[src/rtl/exu_div_if.sv]
// Handshake and operand bundle between the issue stage and the sequential divider.
interface exu_div_if;
    logic [31:0] dividend_i;
    logic [31:0] divisor_i;
    logic        start_i;
    logic [3:0]  op_i;
    logic [31:0] result_o;
    logic        ready_o;
    logic        busy_o;

    modport master (
        output dividend_i, divisor_i, start_i, op_i,
        input  result_o, ready_o, busy_o
    );

    modport slave (
        input  dividend_i, divisor_i, start_i, op_i,
        output result_o, ready_o, busy_o
    );
endinterface

[src/rtl/exu_div_seq.sv]
// Sequential radix-2 restoring divider for div/divu/rem/remu, one quotient bit per cycle.
// Divide-by-zero and signed overflow bypass the iteration and finish one cycle after acceptance.
module exu_div_seq (
    input  logic         clk,
    input  logic         rst_n,
    exu_div_if.slave     dif
);

    typedef enum logic [1:0] {S_IDLE, S_CALC, S_END} state_t;

    state_t      state_q, state_d;
    logic [4:0]  cnt_q;
    logic [31:0] divisor_q;
    logic [31:0] quo_q;
    logic [32:0] rem_q;
    logic        op_rem_q;
    logic        neg_quo_q;
    logic        neg_rem_q;

    logic        accept;
    logic        sel_signed;
    logic        sel_rem;
    logic        a_neg;
    logic        b_neg;
    logic        div_zero;
    logic        ovf;
    logic        special;
    logic [31:0] a_mag;
    logic [31:0] b_mag;
    logic [33:0] rem_shift;
    logic [33:0] rem_diff;
    logic        step_ge;
    logic        busy;
    logic        step_en;
    logic        finish_en;

    function automatic logic [31:0] fix_sign(input logic [31:0] v, input logic neg);
        logic signed [31:0] sv;
        sv = $signed(v);
        return neg ? 32'(-sv) : v;
    endfunction

    // Priority decode: div > divu > rem > remu.
    always_comb begin
        sel_signed = 1'b0;
        sel_rem    = 1'b1;
        if (dif.op_i[3]) begin
            sel_signed = 1'b1;
            sel_rem    = 1'b0;
        end else if (dif.op_i[2]) begin
            sel_signed = 1'b0;
            sel_rem    = 1'b0;
        end else if (dif.op_i[1]) begin
            sel_signed = 1'b1;
            sel_rem    = 1'b1;
        end
    end

    assign accept   = (state_q == S_IDLE) && dif.start_i && (dif.op_i != 4'b0000) && !dif.ready_o;
    assign a_neg    = sel_signed & dif.dividend_i[31];
    assign b_neg    = sel_signed & dif.divisor_i[31];
    assign a_mag    = fix_sign(dif.dividend_i, a_neg);
    assign b_mag    = fix_sign(dif.divisor_i, b_neg);
    assign div_zero = (dif.divisor_i == 32'h0000_0000);
    assign ovf      = sel_signed && (dif.dividend_i == 32'h8000_0000) && (dif.divisor_i == 32'hFFFF_FFFF);
    assign special  = div_zero | ovf;

    // The shifted partial remainder never exceeds 33 bits; bit 33 of the difference is the borrow.
    assign rem_shift = {rem_q, quo_q[31]};
    assign rem_diff  = rem_shift - {2'b00, divisor_q};
    assign step_ge   = ~rem_diff[33];

    always_ff @(posedge clk or negedge rst_n) begin
        if (!rst_n) state_q <= S_IDLE;
        else        state_q <= state_d;
    end

    always_comb begin
        state_d = state_q;
        case (state_q)
            S_IDLE: if (accept) state_d = special ? S_END : S_CALC;
            S_CALC: begin
                if (!dif.start_i)        state_d = S_IDLE;
                else if (cnt_q == 5'd31) state_d = S_END;
            end
            S_END:   state_d = S_IDLE;
            default: state_d = S_IDLE;
        endcase
    end

    always_comb begin
        busy      = (state_q != S_IDLE);
        step_en   = (state_q == S_CALC) && dif.start_i;
        finish_en = (state_q == S_END) && dif.start_i;
    end

    assign dif.busy_o = busy;

    // Operand latch and iteration datapath.
    always_ff @(posedge clk or negedge rst_n) begin
        if (!rst_n) begin
            cnt_q     <= 5'd0;
            divisor_q <= 32'd0;
            quo_q     <= 32'd0;
            rem_q     <= 33'd0;
            op_rem_q  <= 1'b0;
            neg_quo_q <= 1'b0;
            neg_rem_q <= 1'b0;
        end else if (accept) begin
            cnt_q    <= 5'd0;
            op_rem_q <= sel_rem;
            if (special) begin
                divisor_q <= 32'd0;
                quo_q     <= div_zero ? 32'hFFFF_FFFF : 32'h8000_0000;
                rem_q     <= div_zero ? {1'b0, dif.dividend_i} : 33'd0;
                neg_quo_q <= 1'b0;
                neg_rem_q <= 1'b0;
            end else begin
                divisor_q <= b_mag;
                quo_q     <= a_mag;
                rem_q     <= 33'd0;
                neg_quo_q <= a_neg ^ b_neg;
                neg_rem_q <= a_neg;
            end
        end else if (step_en) begin
            cnt_q <= cnt_q + 5'd1;
            quo_q <= {quo_q[30:0], step_ge};
            rem_q <= step_ge ? rem_diff[32:0] : rem_shift[32:0];
        end
    end

    always_ff @(posedge clk or negedge rst_n) begin
        if (!rst_n) begin
            dif.result_o <= 32'd0;
            dif.ready_o  <= 1'b0;
        end else if (finish_en) begin
            dif.result_o <= op_rem_q ? fix_sign(rem_q[31:0], neg_rem_q) : fix_sign(quo_q, neg_quo_q);
            dif.ready_o  <= 1'b1;
        end else begin
            dif.result_o <= 32'd0;
            dif.ready_o  <= 1'b0;
        end
    end

endmodule

[src/flat_wrapper.sv]
// flat-port wrapper written by rule: the top's interface ports become plain ports
module exu_div_seq_flat 
  (clk, rst_n, dif_dividend_i, dif_divisor_i, dif_start_i, dif_op_i, dif_result_o, dif_ready_o, dif_busy_o);
  exu_div_if dif_i ();
  input  logic clk;
  input  logic rst_n;
  input wire logic [$bits(dif_i.dividend_i)-1:0] dif_dividend_i;
  input wire logic [$bits(dif_i.divisor_i)-1:0] dif_divisor_i;
  input wire logic [$bits(dif_i.start_i)-1:0] dif_start_i;
  input wire logic [$bits(dif_i.op_i)-1:0] dif_op_i;
  output wire logic [$bits(dif_i.result_o)-1:0] dif_result_o;
  output wire logic [$bits(dif_i.ready_o)-1:0] dif_ready_o;
  output wire logic [$bits(dif_i.busy_o)-1:0] dif_busy_o;
  assign dif_i.dividend_i = dif_dividend_i;
  assign dif_i.divisor_i = dif_divisor_i;
  assign dif_i.start_i = dif_start_i;
  assign dif_i.op_i = dif_op_i;
  assign dif_result_o = dif_i.result_o;
  assign dif_ready_o = dif_i.ready_o;
  assign dif_busy_o = dif_i.busy_o;
  exu_div_seq u_core (.clk(clk), .rst_n(rst_n), .dif(dif_i));
endmodule
[config.mk]
export PLATFORM = sky130hd
export DESIGN_NAME = exu_div_seq_flat
export DESIGN_NICKNAME = d
export VERILOG_FILES = /design/src/rtl/exu_div_if.sv /design/src/rtl/exu_div_seq.sv /design/src/flat_wrapper.sv
export SDC_FILE = /design/constraint.sdc
export NUM_CORES = 1
export LEC_CHECK = 0
export ABC_CLOCK_PERIOD_IN_PS = 3000
export CAP_MARGIN = 20
export CORE_MARGIN = 2
export CORE_UTILIZATION = 59
export DETAILED_ROUTE_END_ITERATION = 7
export DONT_BUFFER_PORTS = 1
export PLACE_DENSITY = 0.78
export REMOVE_ABC_BUFFERS = 1
export SLEW_MARGIN = 20
export SYNTH_ARGS = -nofsm -noshare
export SYNTH_HDL_FRONTEND = slang
export SYNTH_SLANG_ARGS = --single-unit
[constraint.sdc]
create_clock -name clk -period 3 [get_ports clk]
set_clock_uncertainty 0.15 [all_clocks]
set_input_delay 0.9 -clock clk [delete_from_list [all_inputs] [get_ports clk]]
set_output_delay 0.9 -clock clk [all_outputs]
set_load 0.02 [all_outputs]
After elaboration in Yosys (flattened, before gate mapping)
Index checks and enable logic that the tools add are counted.
W data, S select, Z words.
{"block": "word_totals", "regBits": 140, "word_cells": 73, "out_inout_bits": 34}
{"block": "op_classes", "add_sub_neg": 6, "reduce_logical": 14, "n_eq_ne": 7, "muxes": 31, "n_bitwise": 5}
{"op": "$mux W32", "n": 11}
{"op": "$mux W33", "n": 4}
{"op": "$neg A32 Y32", "n": 4}
{"op": "$eq A32 B32 Y1 const B", "n": 2}
{"op": "$sub A34 B32 Y34", "n": 1}
{"op": "$logic_not A32 Y1", "n": 1}
{"op": "$mux W31", "n": 1}
{"op": "$mux W5", "n": 2}
{"op": "$mux W1", "n": 8}
{"op": "$mux W2", "n": 4}
{"op": "$logic_and A1 B1 Y1", "n": 7}
{"op": "$add A5 B1 Y5 const B", "n": 1}
{"op": "$eq A5 B5 Y1 const B", "n": 1}
{"op": "$pmux W2 S2", "n": 1}
{"op": "$reduce_bool A2 Y1", "n": 2}
{"op": "$reduce_bool A4 Y1", "n": 1}
{"op": "$ne A3 B2 Y1 const B", "n": 1}
{"op": "$and A1 B1 Y1", "n": 2}
{"op": "$eq A2 B1 Y1 const B", "n": 1}
{"op": "$eq A2 B2 Y1 const B", "n": 1}
{"op": "$logic_not A2 Y1", "n": 1}
{"op": "$ne A2 B1 Y1 const B", "n": 1}
{"op": "$reduce_and A2 Y1", "n": 1}
{"op": "$logic_not A1 Y1", "n": 1}
{"op": "3 further kinds", "n": 3}

Longest topological paths before layout
{"block": "logic_depth", "ltp_word": 9, "depth_mapped": 14, "ltp_nobuf": 12}

Worst setup path after synthesis
No wires, ideal clock.
{"block": "synth_timing", "kind": "input to register", "start": "in dif_dividend_i[0]", "end": "reg u_core.divisor_q[10]", "path_slack_ns": -0.352, "path_buffers": 2, "t_arrival_ns": 3.069, "cell_stages": 11, "setup_time_ns": 0.133, "path_cell_list": "inv_1 ha_1 or3b_2 nor3_1 and4_1 and3b_1 and4_1 or3_1 buf_2 buf_2 o22ai_1"}
{"block": "synth_between", "elab_chain_len": 5}
{"element": "start: declaration", "line_no": "flat_wrapper.sv:7", "rtl": "input wire logic [$bits(dif_i.dividend_i)-1:0] dif_dividend_i;"}
{"element": "$eq A32 B32 Y1", "line_no": "exu_div_seq.sv:65", "rtl": "assign ovf = sel_signed && (dif.dividend_i == 32'h8000_0000) && (dif.divisor_i == 32'hFFFF_FFFF);"}
{"element": "$logic_and A1 B1 Y1 (2 in a row)", "line_no": "exu_div_seq.sv:65"}
{"element": "$or A1 B1 Y1", "line_no": "exu_div_seq.sv:66", "rtl": "assign special = div_zero | ovf;"}
{"element": "$mux W32", "line_no": "exu_div_seq.sv:112", "rtl": "if (special) begin"}
{"element": "end signal: assignment", "line_no": "exu_div_seq.sv:119", "rtl": "divisor_q <= b_mag;"}
{"element": "end: declaration", "line_no": "exu_div_seq.sv:13", "rtl": "logic [31:0] divisor_q;"}
Every way passes these cells.
A chain may end at the register's enable or synchronous reset.

Worst setup path in the final report
{"block": "layout_timing", "start": "reg u_core.rem_q[14]", "end": "reg u_core.rem_q[12]"}
{"block": "layout_between", "elab_chain_len": 4}
{"element": "start: declaration", "line_no": "exu_div_seq.sv:15", "rtl": "logic [32:0] rem_q;"}
{"element": "start signal: assignment", "line_no": "exu_div_seq.sv:115", "rtl": "rem_q <= div_zero ? {1'b0, dif.dividend_i} : 33'd0;"}
{"element": "start signal: assignment", "line_no": "exu_div_seq.sv:128", "rtl": "rem_q <= step_ge ? rem_diff[32:0] : rem_shift[32:0];"}
{"element": "$sub A34 B32 Y34", "line_no": "exu_div_seq.sv:70", "rtl": "assign rem_diff = rem_shift - {2'b00, divisor_q};"}
{"element": "$mux W33", "line_no": "exu_div_seq.sv:128"}
{"element": "$mux W33", "line_no": "exu_div_seq.sv:125", "rtl": "end else if (step_en) begin"}
{"element": "$mux W33", "line_no": "exu_div_seq.sv:109", "rtl": "end else if (accept) begin"}
Every way passes these cells. The select of a mux whose other input is x is not followed.

==> impl_metrics.json <==
{
  "fill_cells": 1090,
  "clock_sinks": 140,
  "grt_usage_pct": 35.2,
  "cts_tree": "yes",
  "layout.nets": 1623,
  "drive_gt1_share_pct": 29.0,
  "portBuffers": 0,
  "ys_top_cells_by_area": "dfrtp_1, xnor2_1, xor2_1",
  "ys_seq_area_share_pct": 33.0,
  "synth_area_mm2": 0.0106,
  "vias_per_cell": 6.59,
  "multiInputGateArea_mm2": 0.00730,
  "ys_ff_latch": 140,
  "num_antenna_cells": 0,
  "synth_top_area_share_pct": 33.0,
  "arrival_ns": 3.40,
  "crit_slowest_cell": "dfrtp_1",
  "critPathRequiredTime_ns": 3.15,
  "totalWireLength_mm": 37.2,
  "worst_slack_ns": -0.246,
  "final_cells": 1754,
  "ant_nets": 0,
  "crit_path_max_fanout": 7,
  "ff_latch_area_mm2": 0.00351,
  "synth_flop_cell": "dfrtp_1",
  "grt_first_pass_wirelength_mm": 54.6,
  "area.growth.synth_to_final_pct": 32.0,
  "pre_cts_ws_ns": -0.408,
  "placedInstanceArea_mm2": 0.0123,
  "outcome": "complete, but fails checks",
  "r2r-start": "u_core.rem_q[14]",
  "p_leak_nw": 6.06,
  "grt_pass1_vias": 10684,
  "core.rowCount": 49,
  "clkLatencyLatePin_ns": 0.44,
  "p_per_area_mw_per_mm2": 1130,
  "ys_warn_count": 0,
  "antenna_found_initial": 0,
  "ctsHoldBuffers": 0,
  "syn_inst": 1314,
  "path_cells": "ha_2 -> nand4_1 -> buf_4 -> a211o_1 -> nand4_1 -> a31o_2 -> o211ai_1 -> buf_4 -> buf_6 -> buf_6 -> buf_8 -> a211oi_2 -> o21ai_1",
  "path_class": "register to register",
  "placed_cells": 1683,
  "max_cap_viol_count": 0,
  "fin_util_pct": 78.8,
  "slew_headroom_pct": 33.5,
  "period_needed_ns": 3.25,
  "globalplace.congestion": 0.931,
  "cp_slowest_stage_delay_ns": 0.44,
  "grt_max_degree": 141,
  "core_mm2": 0.0178,
  "numCtsBuffers": 17,
  "hpwl_mm": 24.3,
  "remaining_drc_errors": 0,
  "synth_edf_count": 0,
  "r2r_end": "u_core.rem_q[12]",
  "clk_pin_slew_ns": 0.06,
  "design_area_mm2": 0.0140,
  "ir_drop_v": 0.000683,
  "p_total_w": 0.0159,
  "setup_violations": 35,
  "synth.largest_area_cell": "dfrtp_1",
  "dieArea_mm2": 0.0191,
  "grt_overflow": 0,
  "r2r_cells": 13,
  "failed_checks": "negative setup slack",
  "ys_types": 69,
  "critPathLaunchType": "register",
  "hold_viol": 0,
  "cts_root_buf": "clkbuf_16",
  "tightest_slew_ns": 0.998,
  "syn_area_per_cell_um2": 8.08,
  "start_util_pct": 59.7,
  "io_pins": 105,
  "max_freq_ghz": 0.308,
  "ys_async_sr_fraction_pct": 100,
  "maxSlewViolCount": 0,
  "die_w_um": 138,
  "htree_levels": 4,
  "drt_iter0_markers": 1473,
  "vias": 11566,
  "post-route-period-util_pct": 108,
  "cts_buffer_depth": 2,
  "firstDrtPassIters": 5,
  "critPathCaptureType": "register",
  "hp-class": "input pin to async pin",
  "rsz0062_at_grt": "true",
  "avgRoutedWirePerCell_um": 21.2,
  "r2r_slack_ns": -0.25,
  "dieHeight_um": 138
}
-- worst max-delay path: cells and delay by family (launching register included) --
family	cells	cell delay, ns
simple gates	2	0.37
compound gates	5	0.92
buf+inv	5	0.78
fa+ha+maj	1	0.44
flops	1	0.44
-- power by group --
| part | switching [W] | internal [W] | total, W |
|---|---|---|---|
| clock network | 0.000903 | 0.00125 | 0.00215 |
| registers | 0.000671 | 0.00237 | 0.00305 |
| logic | 0.00556 | 0.00511 | 0.0107 |
-- repair_timing --
item                                    CTS  global route
buffers inserted                         22            16
gates resized for setup                  81           118
pin swaps                                35            57
endpoints found under the setup margin   42           107
endpoints found under the hold margin     0             0
cloned                                    3             0
-- layout make-up --
type | instances | share of cell area, %
multi-input combinational | 1033 | 52.1
timing repair buffer | 261 | 15.1
sequential | 140 | 25.1
clock inverter | 13 | 1.00
tap | 229 | 2.04
inverter | 59 | 1.58
clock buffer | 19 | 3.16
-- worst max path at each step --
stage	start	to	slack, ns	depth (start not counted)
finish	u_core.rem_q[14]	u_core.rem_q[12]	-0.25	13
global route	u_core.rem_q[14]	u_core.rem_q[23]	-0.31	12
CTS	u_core.rem_q[0]	u_core.dif.result_o[28]	-0.10	11
detailed placement	dif_dividend_i[0]	u_core.quo_q[19]	-0.41	10
global placement	dif_dividend_i[0]	u_core.quo_q[12]	-0.36	10
floorplan	dif_divisor_i[8]	u_core.divisor_q[10]	-2.05	6
-- Yosys cell counts, types with 3 or more instances --
library cell / number
nor3_1: 44
nor2_1: 125
nand4_1: 18
o21ai_0: 80
a211oi_1: 55
o21a_1: 3
buf_4: 3
nand3b_1: 4
nor4_1: 10
a21o_1: 15
or3b_2: 3
o211ai_1: 4
a31oi_1: 23
a221oi_1: 3
or3_1: 5
a31o_2: 3
a22oi_1: 17
clkbuf_1: 58
buf_2: 15
and3_1: 8
o22ai_1: 36
mux2i_1: 10
nand3_1: 20
nand2_1: 140
xnor2_1: 80
or4_1: 12
dfrtp_1: 140
o31ai_1: 28
ha_1: 39
inv_1: 59
and2_1: 4
buf_1: 5
a32oi_1: 4
o41ai_1: 11
nor4_2: 3
o21bai_1: 6
nor3b_1: 3
a21oi_1: 97
xor2_1: 68
nand2b_1: 14
nor2b_1: 4
-- flip-flops by register name, indices dropped and copies added, names as in the netlist --
signal and count:
u_core.cnt_q 5, u_core.neg_quo_q 1, u_core.dif.result_o 32, u_core.rem_q 33, u_core.neg_rem_q 1, u_core.op_rem_q 1
u_core.quo_q 32, u_core.state_q 2, u_core.divisor_q 32, u_core.dif.ready_o 1
-- placed cells by master, fill, tap and decap left out, types with 8 or more instances in the layout --
cell type / n
nor2_1: 112
ha_1: 24
buf_4: 236
a21o_1: 14
o21ai_1: 19
a22oi_1: 16
a211oi_2: 15
a21oi_2: 18
a21oi_1: 77
and3_1: 8
nand2_1: 136
ha_4: 11
o41ai_1: 9
clkbuf_16: 17
buf_6: 18
nand2b_1: 12
o31ai_1: 27
o21ai_0: 59
or4_1: 9
nor3_2: 10
o22ai_1: 36
xnor2_1: 79
inv_1: 55
xor2_1: 66
dfrtp_1: 131
nor4_1: 9
mux2i_1: 9
nor3_1: 34
a31oi_1: 21
nand3_1: 15
nand4_1: 18
dfrtp_2: 9
a211oi_1: 38
-- kinds of logic (layout without fill, tap and decap cells) --
family	count (synthesis)	in the layout	share of synthesized area, %
buf+inv	141	352	5.28
mux	11	11	1.05
simple gates	432	432	19.4
flops	140	140	33.0
fa+ha+maj	40	40	4.79
xor+xnor	148	148	12.2
compound gates	402	402	24.3
-- through the flow --
stage	hold WS, ns	setup TNS [ns]
floorplan	0.304	-185.84
global placement	0.320	-29.17
detailed placement	0.336	-33.67
CTS	0.00583	-0.160
global route	-0.00465	-7.82
finish	0.00190	-4.30
-- routing by layer --
metal	routed length, um	vias to the layer above	part of all wire [%]	track usage [%]
met1	14200	5463	38	45.2
met4	1970	0	5.3	15.4
met2	17500	776	47	58.5
met3	3600	186	9.7	6.20
li1	-	5141	-	-
met5	0	-	0	0
Power figures use the tool's default switching activity.
